===== src/rtl/regfile_wb_arbiter.sv =====
//==============================================================================
// regfile_wb_arbiter: round-robin owner of the register file write port, with a load scoreboard.
// Rev 1.0 -- optional statistics counters enabled by defining WB_ARB_STATS_EN.
//==============================================================================
`default_nettype none

module regfile_wb_arbiter #(
  parameter int W = 8,
  parameter int A = 2
) (
  input  logic             Clk,
  input  logic             Reset,
  input  logic             AluValid,
  output logic             AluReady,
  input  logic [A-1:0]     AluAddr,
  input  logic [W-1:0]     AluData,
  input  logic             AluMov,
  input  logic             LdValid,
  output logic             LdReady,
  input  logic [A-1:0]     LdAddr,
  input  logic [W-1:0]     LdData,
  input  logic             IssueLd,
  input  logic [A-1:0]     IssueAddr,
  input  logic [A-1:0]     SrcA,
  input  logic [A-1:0]     SrcB,
  input  logic [A-1:0]     SrcC,
  input  logic [2:0]       SrcUse,
  output logic             Hazard,
  output logic [2**A-1:0]  Busy,
  output logic             WriteEn,
  output logic             MovEn,
  output logic [A-1:0]     Waddr,
  output logic [W-1:0]     DataIn
`ifdef WB_ARB_STATS_EN
  ,
  output logic [7:0]       ConflictCnt,
  output logic [7:0]       AluBlocked
`endif
);

  localparam int NREG = 2**A;

  typedef enum logic {
    PRI_LD  = 1'b0,
    PRI_ALU = 1'b1
  } pri_t;

  pri_t            pri_q;
  logic [NREG-1:0] busy_q;
  logic [NREG-1:0] busy_d;
  logic            we_q;
  logic            mov_q;
  logic [A-1:0]    waddr_q;
  logic [W-1:0]    data_q;

  logic            alu_elig;
  logic            ld_elig;
  logic            both_elig;
  logic            alu_gnt;
  logic            ld_gnt;
  logic            in_flight;
  logic            hazard;

  // A source collides with a pending load or with the write still landing this cycle.
  function automatic logic src_hit(input logic use_i, input logic [A-1:0] src_i,
                                   input logic [NREG-1:0] busy_i, input logic fly_i,
                                   input logic [A-1:0] waddr_i);
    src_hit = use_i & (busy_i[src_i] | (fly_i & (waddr_i == src_i)));
  endfunction

  always_comb begin
    alu_elig  = AluValid & ~busy_q[AluAddr];
    ld_elig   = LdValid;
    both_elig = alu_elig & ld_elig;
    ld_gnt    = ~Reset & ld_elig  & (~alu_elig | (pri_q == PRI_LD));
    alu_gnt   = ~Reset & alu_elig & (~ld_elig  | (pri_q == PRI_ALU));
  end

  // Set beats clear when an issue and a load return hit the same register.
  always_comb begin
    busy_d = busy_q;
    if (ld_gnt) busy_d[LdAddr] = 1'b0;
    if (IssueLd) busy_d[IssueAddr] = 1'b1;
  end

  always_comb begin
    in_flight = we_q | mov_q;
    hazard    = IssueLd & busy_q[IssueAddr];
    hazard    = hazard | src_hit(SrcUse[0], SrcA, busy_q, in_flight, waddr_q);
    hazard    = hazard | src_hit(SrcUse[1], SrcB, busy_q, in_flight, waddr_q);
    hazard    = hazard | src_hit(SrcUse[2], SrcC, busy_q, in_flight, waddr_q);
  end

  always_ff @(posedge Clk) begin
    if (Reset) begin
      pri_q   <= PRI_LD;
      busy_q  <= '0;
      we_q    <= 1'b0;
      mov_q   <= 1'b0;
      waddr_q <= '0;
      data_q  <= '0;
    end else begin
      busy_q <= busy_d;
      we_q   <= ld_gnt | (alu_gnt & ~AluMov);
      mov_q  <= alu_gnt & AluMov;
      if (ld_gnt) begin
        waddr_q <= LdAddr;
        data_q  <= LdData;
      end else if (alu_gnt) begin
        waddr_q <= AluAddr;
        data_q  <= AluData;
      end
      if (both_elig) begin
        pri_q <= (pri_q == PRI_LD) ? PRI_ALU : PRI_LD;
      end
    end
  end

  assign AluReady = alu_gnt;
  assign LdReady  = ld_gnt;
  assign Hazard   = hazard;
  assign Busy     = busy_q;
  assign WriteEn  = we_q;
  assign MovEn    = mov_q;
  assign Waddr    = waddr_q;
  assign DataIn   = data_q;

`ifdef WB_ARB_STATS_EN
  logic [7:0] conflict_q;
  logic [7:0] blocked_q;
  logic       alu_blk;

  assign alu_blk = AluValid & busy_q[AluAddr];

  always_ff @(posedge Clk) begin
    if (Reset) begin
      conflict_q <= '0;
      blocked_q  <= '0;
    end else begin
      if (both_elig && (conflict_q != 8'hFF)) conflict_q <= conflict_q + 8'd1;
      if (alu_blk && (blocked_q != 8'hFF))    blocked_q  <= blocked_q + 8'd1;
    end
  end

  assign ConflictCnt = conflict_q;
  assign AluBlocked  = blocked_q;
`endif

endmodule

`default_nettype wire


===== config.mk =====
export PLATFORM = sky130hd
export DESIGN_NAME = regfile_wb_arbiter
export DESIGN_NICKNAME = d
export VERILOG_FILES = /design/src/rtl/regfile_wb_arbiter.sv
export SDC_FILE = /design/constraint.sdc
export NUM_CORES = 1
export LEC_CHECK = 0
export CAP_MARGIN = 5
export CORE_MARGIN = 5
export CORE_UTILIZATION = 40
export CTS_CLUSTER_SIZE = 25
export DETAILED_ROUTE_END_ITERATION = 12
export PLACE_DENSITY = 0.81
export SLEW_MARGIN = 20
export SYNTH_ARGS = -nofsm -noshare
export SYNTH_HDL_FRONTEND = slang
export SYNTH_SLANG_ARGS = --single-unit

===== constraint.sdc =====
create_clock -name Clk -period 2.75 [get_ports Clk]
set_input_delay 0.6875 -clock Clk [delete_from_list [all_inputs] [get_ports Clk]]
set_output_delay 0.6875 -clock Clk [all_outputs]
set_load 0.02 [all_outputs]

==> flow_metrics.tcl <==
set metrics [dict create \
    critPathSlowestCell "clkdlybuf4s50_1" \
    antenna_found_initial 0 \
    cts_htree_levels 1 \
    max_stage_delay_ps 500 \
    max_slew.worst_pin.slew_ps 407.0 \
    drcViolationCount 0 \
    critPathLaunchType "input pin" \
    drive_gt1_frac 0.1846 \
    rows 18 \
    antenna_cells 0 \
    nets 233 \
    cts_buffer_depth 2 \
    cap_violations 0 \
    ys_warn_count 0 \
    num_vias 1309 \
    fp.coreArea_um2 2522 \
    netlist_area_um2 1072 \
    min_path_cells 2 \
    power.density_nw_per_um2 373.7 \
    synth_edf_count 0 \
    yosysUniqueCellTypes 33 \
    io_buffers 55 \
    ant_nets 0 \
    cts_buffers 3 \
    setup_viol 0 \
    grt_use_met2 0.3707 \
    ir_drop_mv 0.3165 \
    yosysSeqAreaShare 0.3174 \
    clk_pin_slew_ps 110 \
    min-delay-start "DataIn[3]" \
    syn_area_per_cell_um2 8.789 \
    ys.flop_type "dfxtp_1" \
    arrival_ps 1960 \
    rr_worst_depth 5 \
    synthArstFlopShare 0 \
    r2r_slack_ps 1080 \
    p_sw_frac 0.3195 \
    seq_power_share 0.420 \
    die_area_um2 3816 \
    grt-busiest-layer "met2" \
    synth_cells 122 \
    cts_setup_buffers 0 \
    status "completed" \
    cp_max_fo 4 \
    power.total_uw 674.7 \
    vias_per_cell 5.818 \
    r2r-end "Busy[1]" \
    skew_ps 13.19 \
    fmax_ghz 0.3773 \
    grt_pass1_wl_um 5982 \
    holdPathEnd "DataIn[3]" \
    cp.required_ps 2060 \
    critPathKind "in -> out" \
    crit_family "buffers and inverters" \
    die_y_um 61.78 \
    rsz0062_at_grt "false" \
    netSwitchingPower_uw 215.6 \
    regToRegStartpoint "Busy[0]" \
    slew_violations 0 \
    power_frac_comb 0.375 \
    period_share 0.9637 \
    die_x_um 61.78 \
    grt_overflow_total 0 \
    grt_max_degree 15 \
    io-pin-count 56 \
    syn_nets 159 \
    met3_usage 0.05785 \
    first_global_vias 1359 \
    ys_ff_latch 17 \
    p_leak_nw 0.7137 \
    drt_iter0_drc 49 \
    finalWirelength_um 3570 \
    crit_path_end_kind "output pin" \
    cts-root-buf "clkbuf_4" \
    synthToLayoutAreaGrowth_pct 68.38 \
    crit_buf_inv 2 \
    hold_viol 0 \
    min_period_ps 2650 \
    relSlewSlack 0.7287 \
    dr.pass1.iters 4 \
    routabilityCongestion 0.7859 \
    crit_chain "clkdlybuf4s50_1 > nor2b_1 > a22oi_2 > nor2_1 > clkdlybuf4s15_1" \
    cellInternalPower_uw 459.1 \
    initial_core_util 0.4251 \
    grt_use_total 0.2063 \
    wl_per_cell_um 15.87 \
    pwr-share-clk 0.205 \
    setup_tns_ps 0 \
    cts_tree "yes" \
    hold_buffers 0 \
    met1_usage 0.2348 \
    cts_num_sinks 17 \
    insertion_delay_ps 300 \
    dp_hpwl_um 2901 \
    hold_path.class "reg -> reg" \
    timing.hold.ws_ps 487.4 \
]
## area by class of cell
cell class                      count  area [um2]
Inverter                            2       7.507
Timing Repair Buffer               75       695.7
Tap cell                           30       37.54
Fill cell                         220       716.9
Multi-Input combinational cell     97       698.2
Sequential cell                    17       340.3
Clock buffer                        4       26.28
## logic make-up (layout without fill, tap and decap cells)
kind of cell / Yosys count / in the layout / synth area share
compound gates: 44 / 44 / 0.2847
simple gates: 41 / 41 / 0.2042
xor+xnor: 6 / 6 / 0.04901
buf+inv: 8 / 81 / 0.03500
mux: 6 / 6 / 0.1097
flops: 17 / 17 / 0.3174
## power by group through the flow
stage          clock (mW)  sequential, mW  combinational [mW]
2_1_floorplan           0           0.304              0.0965
3_3_place_gp            0           0.288               0.251
3_5_place_dp            0           0.289               0.257
4_1_cts             0.139           0.283               0.254
5_1_grt             0.148           0.286               0.274
6_report            0.138           0.283               0.253
## worst register-to-register path, cell delays in order (launching register included)
cell and delay (ps):
dfxtp_1 500, mux2i_2 160, buf_4 180, a22oi_2 310, nand4b_1 150, a32o_1 270
## timing repair
item	in CTS	in global routing
resized for setup	12	6
hold endpoints to repair	0	0
setup endpoints to repair	3	2
gates cloned	0	0
## cells in the final DEF (no fill, tap or decap), types with 3 or more instances in the layout
cell type / netlist / final
a21oi_1: 6 / 6
a31oi_1: 7 / 7
a32oi_1: 4 / 4
buf_4: 2 / 20
clkbuf_4: 0 / 3
clkdlybuf4s50_1: 0 / 47
dfxtp_1: 17 / 17
dlymetal6s2s_1: 0 / 3
mux4_2: 4 / 4
nand2_1: 4 / 4
nand3_1: 10 / 10
nor2_1: 7 / 7
nor3_1: 6 / 6
o21ai_0: 14 / 11
o31ai_1: 4 / 4
xor2_1: 6 / 6
## sequential cells by signal, indices dropped and copies added, names as in the netlist
signal and flops:
DataIn 8, Busy 4, Waddr 2, MovEn 1
WriteEn 1, pri_q 1
## Yosys cell counts (3+ instances only)
cell / instances / area share
nor3_1: 6 / 0.028
nand2_1: 4 / 0.014
o31ai_1: 4 / 0.028
o21ai_0: 14 / 0.065
nor2_1: 7 / 0.025
dfxtp_1: 17 / 0.32
a21oi_1: 6 / 0.028
clkbuf_1: 3 / 0.011
xor2_1: 6 / 0.049
mux4_2: 4 / 0.084
nand3_1: 10 / 0.047
a31oi_1: 7 / 0.041
a32oi_1: 4 / 0.033
## layer usage
| layer | routed length, um | vias to the layer above | share of wire |
|---|---|---|---|
| met5 | 0 | - | 0 |
| met4 | 23 | 0 | 0.0064 |
| met3 | 392 | 4 | 0.11 |
| met2 | 1758 | 65 | 0.49 |
| met1 | 1395 | 614 | 0.39 |
| li1 | - | 626 | - |
## metrics by stage
stage          cell area, um2  std cells    util  setup WS, ps
2_1_floorplan            1072        122       -         518.5
5_1_grt                  1805        225  0.7158         21.54
4_1_cts                  1798        225  0.7128        -28.35
3_3_place_gp             1780        221  0.7059        -440.9
3_5_place_dp             1780        221  0.7059        -479.9
6_report                 1805        225  0.7158         99.72
## how the worst max path moves through the flow
stage          cells past startpoint  slack (ps)        to        from
6_report                           5         100  AluReady    AluValid
5_1_grt                            5          20  AluReady    AluValid
4_1_cts                            5         -30    Hazard     SrcA[0]
3_5_place_dp                       5        -480    Hazard     SrcC[0]
3_3_place_gp                       5        -440    Hazard     SrcC[0]
2_1_floorplan                      3         520  AluReady  AluAddr[1]
Power figures use the tool's default switching activity.
